File: src/rtl/fft_stream_pkg.sv
// fft_stream_pkg: shared constants, sink state type and exponent-to-shift helper for the FFT stream sink.
package fft_stream_pkg;
   localparam int SAMPLES     = 8192;
   localparam int DATA_W      = 16;
   localparam int EXP_W       = 6;
   localparam int EXP_OFFSET  = 10;
   localparam int SHIFT_W     = 7;
   localparam int IDX_W       = 14;
   localparam int FIFO_DEPTH  = 16384;
   localparam int AFULL_SLACK = 4;
   typedef enum logic [1:0] {IDLE, IN_FRAME, DROP} sink_state_t;
   function automatic logic signed [SHIFT_W-1:0] exp_to_shift(input logic [EXP_W-1:0] e);
      return SHIFT_W'(signed'(e)) + SHIFT_W'(EXP_OFFSET);
   endfunction
endpackage

File: src/rtl/block_exp_scaler.sv
// block_exp_scaler: combinational saturating shifter normalising one sample by a signed block shift.
module block_exp_scaler
   import fft_stream_pkg::*;
(
   input  logic signed [DATA_W-1:0]  din,
   input  logic signed [SHIFT_W-1:0] shift,
   output logic        [DATA_W-1:0]  dout
);
   localparam logic [DATA_W-1:0] POS_MAX = {1'b0, {(DATA_W-1){1'b1}}};
   localparam logic [DATA_W-1:0] NEG_MAX = {1'b1, {(DATA_W-1){1'b0}}};
   logic [SHIFT_W:0] neg;
   logic [SHIFT_W:0] lsh;
   logic signed [DATA_W-1:0] asr;
   logic [2*DATA_W-1:0] wide;
   logic fits;
   always_comb begin
      neg  = -{shift[SHIFT_W-1], shift};
      // Clamping to DATA_W still pushes any nonzero sample out of range, so it saturates correctly.
      lsh  = neg > (SHIFT_W+1)'(DATA_W) ? (SHIFT_W+1)'(DATA_W) : neg;
      asr  = din >>> shift[$clog2(DATA_W)-1:0];
      wide = {{DATA_W{din[DATA_W-1]}}, din} << lsh;
      fits = (&wide[2*DATA_W-1:DATA_W-1]) || !(|wide[2*DATA_W-1:DATA_W-1]);
      dout = shift == '0 ? din :
             !shift[SHIFT_W-1] ? (shift >= SHIFT_W'(DATA_W) ? {DATA_W{din[DATA_W-1]}} : asr) :
             fits ? wide[DATA_W-1:0] :
             din[DATA_W-1] ? NEG_MAX : POS_MAX;
   end
endmodule

File: src/rtl/fft_frame_sink.sv
// fft_frame_sink: checks FFT frame framing, latches the block exponent and writes normalised
// {real, imag} words into the CPU-side FIFO with fill-level backpressure.
module fft_frame_sink
   import fft_stream_pkg::*;
(
   input  logic                fft_clk,
   input  logic                reset_n,
   input  logic                src_valid,
   input  logic                src_sop,
   input  logic                src_eop,
   input  logic [DATA_W-1:0]   src_real,
   input  logic [DATA_W-1:0]   src_imag,
   input  logic [EXP_W-1:0]    src_exp,
   output logic                src_ready,
   input  logic [15:0]         fifo_usedw,
   output logic                fifo_wrreq,
   output logic [2*DATA_W-1:0] fifo_data,
   output logic                frame_done,
   output logic [EXP_W-1:0]    frame_exp,
   output logic [15:0]         frame_count,
   output logic [7:0]          err_count
);
   sink_state_t state_q, state_d;
   logic [IDX_W-1:0] idx_q, idx_d;
   logic ready_q, ready_d;
   logic wr1_q, wr1_d;
   logic done1_q, done1_d;
   logic wrreq_q, wrreq_d;
   logic done_q, done_d;
   logic [DATA_W-1:0] re1_q, re1_d, im1_q, im1_d;
   logic [DATA_W-1:0] re_s, im_s;
   logic signed [SHIFT_W-1:0] shift1_q, shift1_d;
   logic [2*DATA_W-1:0] data_q, data_d;
   logic [EXP_W-1:0] exp_q, exp_d;
   logic [15:0] fcnt_q, fcnt_d;
   logic [7:0] ecnt_q, ecnt_d;
   logic acc, last, err;

   block_exp_scaler u_scale_re (.din(re1_q), .shift(shift1_q), .dout(re_s));
   block_exp_scaler u_scale_im (.din(im1_q), .shift(shift1_q), .dout(im_s));

   always_comb begin
      acc     = src_valid && ready_q;
      last    = idx_q == IDX_W'(SAMPLES-1);
      state_d = state_q;
      idx_d   = idx_q;
      exp_d   = exp_q;
      fcnt_d  = fcnt_q;
      err     = 1'b0;
      wr1_d   = 1'b0;
      done1_d = 1'b0;
      // A SOP restarts the frame from any state unless it is a lone SOP+EOP outside a frame.
      if (acc && src_sop) begin
         err = state_q == IN_FRAME || src_eop;
         if (state_q == IN_FRAME || !src_eop) begin
            wr1_d   = 1'b1;
            exp_d   = src_exp;
            idx_d   = IDX_W'(1);
            state_d = IN_FRAME;
         end else begin
            state_d = IDLE;
         end
      end else if (acc && state_q == IN_FRAME) begin
         wr1_d = 1'b1;
         if (src_eop) begin
            done1_d = last;
            err     = !last;
            fcnt_d  = fcnt_q + (last ? 16'd1 : 16'd0);
            state_d = IDLE;
         end else if (last) begin
            err     = 1'b1;
            state_d = DROP;
         end else begin
            idx_d = idx_q + IDX_W'(1);
         end
      end else if (acc) begin
         err     = state_q == IDLE;
         state_d = src_eop ? IDLE : state_q;
      end
      ecnt_d   = (err && ecnt_q != 8'hFF) ? ecnt_q + 8'd1 : ecnt_q;
      ready_d  = fifo_usedw < 16'(FIFO_DEPTH - AFULL_SLACK);
      re1_d    = src_real;
      im1_d    = src_imag;
      shift1_d = exp_to_shift(src_sop ? src_exp : exp_q);
      wrreq_d  = wr1_q;
      done_d   = done1_q;
      data_d   = wr1_q ? {re_s, im_s} : data_q;
   end

   always_ff @(posedge fft_clk or negedge reset_n) begin
      if (!reset_n) begin
         state_q  <= IDLE;
         idx_q    <= '0;
         ready_q  <= 1'b0;
         wr1_q    <= 1'b0;
         done1_q  <= 1'b0;
         re1_q    <= '0;
         im1_q    <= '0;
         shift1_q <= '0;
         wrreq_q  <= 1'b0;
         done_q   <= 1'b0;
         data_q   <= '0;
         exp_q    <= '0;
         fcnt_q   <= '0;
         ecnt_q   <= '0;
      end else begin
         state_q  <= state_d;
         idx_q    <= idx_d;
         ready_q  <= ready_d;
         wr1_q    <= wr1_d;
         done1_q  <= done1_d;
         re1_q    <= re1_d;
         im1_q    <= im1_d;
         shift1_q <= shift1_d;
         wrreq_q  <= wrreq_d;
         done_q   <= done_d;
         data_q   <= data_d;
         exp_q    <= exp_d;
         fcnt_q   <= fcnt_d;
         ecnt_q   <= ecnt_d;
      end
   end

   assign src_ready   = ready_q;
   assign fifo_wrreq  = wrreq_q;
   assign fifo_data   = data_q;
   assign frame_done  = done_q;
   assign frame_exp   = exp_q;
   assign frame_count = fcnt_q;
   assign err_count   = ecnt_q;
endmodule
File: config.mk
export PLATFORM = sky130hd
export DESIGN_NAME = fft_frame_sink
export DESIGN_NICKNAME = d
export VERILOG_FILES = /design/src/rtl/fft_stream_pkg.sv /design/src/rtl/block_exp_scaler.sv /design/src/rtl/fft_frame_sink.sv
export SDC_FILE = /design/constraint.sdc
export NUM_CORES = 1
export LEC_CHECK = 0
export BUFFER_PORTS_ARGS = -buffer_cell sky130_fd_sc_hd__buf_2
export CAP_MARGIN = 20
export CORE_AREA = 2 2 172 124
export DETAILED_ROUTE_END_ITERATION = 16
export DIE_AREA = 0 0 174 126
export PLACE_DENSITY_LB_ADDON = 0.08
export SLEW_MARGIN = 25
export SYNTH_ARGS = -nofsm -noshare
export SYNTH_HDL_FRONTEND = slang
export SYNTH_SLANG_ARGS = --single-unit
export TNS_END_PERCENT = 1
File: constraint.sdc
create_clock -name fft_clk -period 5.8 [get_ports fft_clk]
set_input_delay 1.16 -clock fft_clk [delete_from_list [all_inputs] [get_ports fft_clk]]
set_output_delay 1.16 -clock fft_clk [all_outputs]
set_load 0.01 [all_outputs]
======== After elaboration in Yosys (flattened, before gate mapping) ========
Cells that the tools add are included.
storage, ports and cells
  bits in registers ....................... 122
  output and inout port bits .............. 65
  word-level logic and storage cells ...... 95
operators by class
  add/subtract/negate cells ............... 5
  magnitude comparators ................... 3
  eq/ne operators ......................... 6
  shift operators ......................... 4
  mux-type cells .......................... 36
  bitwise operators ....................... 1
  reduce and logical (&&, ||, !) cells .... 26
operators by type and width
  operator                 number
  $mux W16                 10
  $mux W14                 5
  $shl A32 B8 Y32          2
  $reduce_and A17 Y1       2
  $reduce_or A17 Y1        2
  $sshr A16 B4 Y16         2
  $add A16 B1 Y16          1
  $lt A16 B14 Y1 const B   1
  $add A14 B1 Y14 const B  1
  $eq A14 B13 Y1 const B   1
  $mux W1                  13
  $mux W2                  6
  $reduce_bool A3 Y1       3
  $add A8 B1 Y8 const B    1
  $gt A8 B5 Y1 const B     1
  $mux W8                  1
  $ne A8 B8 Y1 const B     1
  $neg A8 Y8               1
  $add A6 B5 Y7 const B    1
  $ge A7 B6 Y1 const B     1
  $logic_not A7 Y1         1
  $mux W6                  1
  $ne A2 B1 Y1 const B     3
  $reduce_and A3 Y1        2
  other kinds (9)          18

======== Logic depth before layout (Yosys ltp) ========
  word-level depth ........................ 10
  depth in mapped cells ................... 24
  gate-level depth less buffers ........... 13

======== Cells and area by module ========
Synthesis repeated with hierarchy kept, for this count alone.
unflattened totals
  cells, all modules ...................... 1303
  area, all modules ....................... 10850.4 sq um
modules (own cells, without submodules)
  module            instances  cells each  area an instance (sq um)
  block_exp_scaler  2          466         3025.4
  fft_frame_sink    1          371         4799.6

======== Worst setup path before layout ========
OpenSTA, ideal clock, no wires.
  path type ............................... register -> register
  start ................................... register shift1_q[0]
  end ..................................... register data_q[25] (netlist: fifo_data[25])
  setup time .............................. 151 ps
  arrival ................................. 5463 ps
  setup slack ............................. 186 ps
  cell stages (with the launch flop) ...... 23
  buffers on the path ..................... 10
  clock period less this slack ............ 5614 ps
  path through ............................ dfrtp_1 -> clkbuf_1 -> buf_1 -> buf_1 -> inv_1 -> clkbuf_1 -> ha_1 -> clkbuf_1 -> nor3b_1 -> mux2i_1 -> clkbuf_1 -> buf_1 -> clkbuf_1 -> clkbuf_1 -> a21oi_1 -> o221ai_1 -> nand2_1 -> a2111o_1 -> nor4_2 -> nor3_1 -> nor3_2 -> buf_4 -> a221oi_1
between the ends
  word-level cells in the longest chain between the ends .. 10
  elaborated cells on any way between the ends .. 15
  classes of those cells .................. add/sub (1); order compare (2); shift (2); mux (5); reduce/logical (5)
RTL lines
  element                 RTL line                source
  start, declared         fft_frame_sink.sv:32    logic signed [SHIFT_W-1:0] shift1_q, shift1_d;
  start signal, assigned  fft_frame_sink.sv:114   shift1_q <= shift1_d;
  $neg A8 Y8              block_exp_scaler.sv:17  neg = -{shift[SHIFT_W-1], shift};
  $gt A8 B5 Y1            block_exp_scaler.sv:19  lsh = neg > (SHIFT_W+1)'(DATA_W) ? (SHIFT_W+1)'(DATA_W) : neg;
  $mux W8                 block_exp_scaler.sv:19
  $shl A32 B8 Y32         block_exp_scaler.sv:21  wide = {{DATA_W{din[DATA_W-1]}}, din} << lsh;
  $reduce_or A17 Y1       block_exp_scaler.sv:22  fits = (&wide[2*DATA_W-1:DATA_W-1]) || !(|wide[2*DATA_W-1:DATA_W-1]);
  $logic_not A1 Y1        block_exp_scaler.sv:22
  $logic_or A1 B1 Y1      block_exp_scaler.sv:22
  $mux W16                block_exp_scaler.sv:25  fits ? wide[DATA_W-1:0] :
  $mux W16                block_exp_scaler.sv:24  !shift[SHIFT_W-1] ? (shift >= SHIFT_W'(DATA_W) ? {DATA_W{din[DATA_W-1]}} : asr) :
  $mux W16 (*)            block_exp_scaler.sv:23  dout = shift == '0 ? din :
  end signal, assigned    fft_frame_sink.sv:117   data_q <= data_d;
  end, declared           fft_frame_sink.sv:33    logic [2*DATA_W-1:0] data_q, data_d;
Every way passes the cells marked *; elsewhere a longest branch is shown, timed or not.
A chain may end at the register's enable or synchronous reset.

======== Worst setup path in the final report ========
  start ................................... register shift1_q[1]
  end ..................................... register data_q[2] (netlist: fifo_data[2])
Same word-level chain as after synthesis.

==> flow_metrics.tcl <==
set metrics [dict create \
    gr-usage-all-layers_pct 32.7 \
    fp.dieH_um 126 \
    drt_iter0_drc 1609 \
    setup.worst_path.start_class "flop" \
    fmax_mhz 186 \
    yosys_warnings 0 \
    crit_slowest_cell "mux2i_1" \
    synth-xor-area-share_pct 3.51 \
    synth_top_family_by_area "compound AO/OA/AOI/OAI gates" \
    p_clk_share_pct 26.9 \
    crit_buf_inv 3 \
    path_max_fanout 32 \
    hold_viol_final 0 \
    relSlewSlack_pct 44.3 \
    netlist.area_leader.share_pct 30.6 \
    synth_adder_area_share_pct 1.00 \
    synth-compound-area-share_pct 22.6 \
    dp_hpwl_um 25800 \
    numCtsBuffers 17 \
    placed_cell_area_mm2 0.0108 \
    cts-htree-levels 4 \
    async_flop_share_pct 100 \
    ys_types 89 \
    wire_per_inst_um 23.0 \
    path_clk_slew_ns 0.07 \
    maxSlewViolCount 0 \
    gp_congestion 1.01 \
    n_antenna_cell 0 \
    dp_cells 1514 \
    antenna_found_initial 0 \
    netlist_area_mm2 0.00998 \
    muxShareOfSynthArea_pct 16.8 \
    cts_tree "yes" \
    drv_cap 0 \
    grt-ovfl-total 0 \
    final_area_mm2 0.0114 \
    synth-seq-area-share_pct 30.6 \
    seqPwrFrac_pct 29.7 \
    die_w_um 174 \
    clockBufferDepth 2 \
    worstMarginPinSlew_ns 0.833 \
    grt_max_degree 75 \
    ys_top_cells_by_count "122 x dfrtp_1, 121 x nand2_1, 116 x nor2_1" \
    critPathTopFamily "compound AO/OA/AOI/OAI gates" \
    cts_root_buf "clkbuf_16" \
    rows 44 \
    yosysMostFrequentCell "dfrtp_1" \
    fillers 1957 \
    peakVddDrop_v 0.000188 \
    start_util_pct 49.3 \
    die_area_mm2 0.0219 \
    synthesis.instances 1180 \
    switching_power_uw 1740 \
    grt_pass1_wl_um 55600 \
    yosys_register_bits 122 \
    crit_top_cell "buf_4" \
    path_cells "inv_1 > ha_1 > nor3b_1 > buf_4 > mux2_2 > buf_4 > mux2i_1 > mux2_4 > o22ai_1 > a2111oi_2 > o221ai_1 > nor4_2 > a41o_1 > a31oi_1 > a221oi_1" \
    crit_required_ns 6.11 \
    syn-num-nets 1247 \
    boundaryPins 124 \
    pwr-share-comb_pct 43.3 \
    arrival_ns 5.70 \
    cts_setup_buffers 0 \
    synth_top_area_cell "dfrtp_1" \
    final_util_pct 56.4 \
    avgSynthCellArea_um2 8.46 \
    p_int_uw 2350 \
    viasPerCell 6.48 \
    syn2layout_area_growth_pct 14.4 \
    layoutNonFillerInstCount 1546 \
    synth_ff_type "dfrtp_1" \
    remaining_drc_errors 0 \
    crit_type "flop to flop" \
    swShare_pct 42.6 \
    coreArea_mm2 0.0203 \
    yosys.area_share.simple_pct 19.4 \
    finClkSkew_ns 0.0110 \
    ant_nets 0 \
    synth_edf_count 0 \
    dr.pass1.iters 5 \
    ctsHoldBuffers 0 \
    routed_wl_um 35600 \
    crit_path_end_kind "flop" \
    p_per_area_mw_per_mm2 358 \
    period_share_pct 92.9 \
    nets 1324 \
    status "complete, no violations" \
    leakagePower_uw 0.00484 \
    finalHoldWorstSlack_ns 0.363 \
    first_global_vias 9210 \
    hold_class "flop to flop" \
    finalSetupTns_ns 0 \
    max_stage_delay_ns 0.52 \
    dr_total_vias 10000 \
    ys_top_cells_by_area "dfrtp_1 31%, mux2i_1 8.4%, o21ai_0 4.7%" \
    io_buffers 121 \
    finalSetupViolCount 0 \
    post_cts_resized 0 \
    period_needed_ns 5.39 \
    rsz0062_at_grt "no" \
    drive_above_1_share_pct 23.2 \
    clkLatencyLatePin_ns 0.43 \
    cts_sinks 122 \
]
[path summary, 6_finish.rpt]
path                                  startpoint                        to  slack, ns  cells past startpoint
setup / recovery           shift1_q[1]$_DFF_PN0_  fifo_data[2]$_DFFE_PN0P_       0.41                     15
hold reg to reg                done1_q$_DFF_PN0_      frame_done$_DFF_PN0_       0.36                      0
setup reg to reg           shift1_q[1]$_DFF_PN0_  fifo_data[2]$_DFFE_PN0P_       0.41                     15
hold / removal                 done1_q$_DFF_PN0_      frame_done$_DFF_PN0_       0.36                      0
max in group asynchronous                reset_n    state_q[1]$_DFFE_PN0P_       3.97                      2
min in group asynchronous                reset_n  fifo_data[7]$_DFFE_PN0P_       0.75                      1
[power by group through the flow]
stage | registers (µW) | logic [µW] | clock network, µW
detailed placement | 1230 | 1720 | 0
floorplan | 1210 | 1130 | 0
global route | 1240 | 1910 | 1160
global placement | 1220 | 1720 | 0
finish | 1210 | 1770 | 1100
CTS | 1210 | 1730 | 1120
[state kept, by name (all words and copies together) (netlist names), 2 cells and up]
| register | count |
|---|---|
| fifo_data | 32 |
| frame_count | 16 |
| im1_q | 16 |
| re1_q | 16 |
| idx_q | 14 |
| err_count | 8 |
| shift1_q | 7 |
| frame_exp | 6 |
| state_q | 2 |
[metal layers]
| metal | part of all wire (%) | up-vias | global-route usage, % |
|---|---|---|---|
| met5 | 0 | - | 1.97 |
| met4 | 1.2 | 0 | 6.67 |
| met3 | 13 | 47 | 10.1 |
| met2 | 40 | 616 | 44.3 |
| met1 | 46 | 4795 | 50.5 |
| li1 | - | 4561 | - |
[kinds of logic (layout without fill, tap and decap cells)]
logic type / Yosys count / count (layout)
buffers and inverters: 130 / 220
adders and majority gates: 8 / 8
and+or+nand+nor: 405 / 405
DFF: 122 / 122
AOI/OAI and AO/OA: 335 / 335
xor gates and xnor gates: 40 / 40
muxes: 140 / 140
[metrics by stage]
stage | setup slack, ns | power, µW
finish | 0.414 | 4090
global route | 0.162 | 4310
CTS | 0.604 | 4060
detailed placement | 0.648 | 2940
global placement | 0.538 | 2940
floorplan | 0.186 | 2340
[cell type report]
| class | count | area, µm² | share of cell area (%) |
|---|---|---|---|
| Clock buffer | 17 | 425 | 3.72 |
| Clock inverter | 15 | 176 | 1.54 |
| Inverter | 20 | 75.1 | 0.657 |
| Multi-Input combinational cell | 928 | 6360 | 55.7 |
| Sequential cell | 122 | 3050 | 26.7 |
| Tap cell | 276 | 345 | 3.02 |
| Timing Repair Buffer | 168 | 990 | 8.67 |
[placed cells by master (no fill, tap or decap), types with 7 or more instances in the layout]
cell,count
xnor2_1,20
xor2_1,19
mux4_2,17
nor3_1,24
o211ai_1,15
nor2_1,115
a221oi_1,7
o22ai_1,17
buf_4,45
o21ai_0,93
mux2i_1,83
dfrtp_1,122
or3_1,16
nand4_1,19
inv_1,20
a21oi_1,70
clkbuf_16,17
mux2_2,36
a211oi_1,22
buf_2,120
nand2_1,121
ha_1,8
a31oi_1,24
nand3_1,51
a32oi_1,9
and3_1,16
Power figures use the tool's default switching activity.
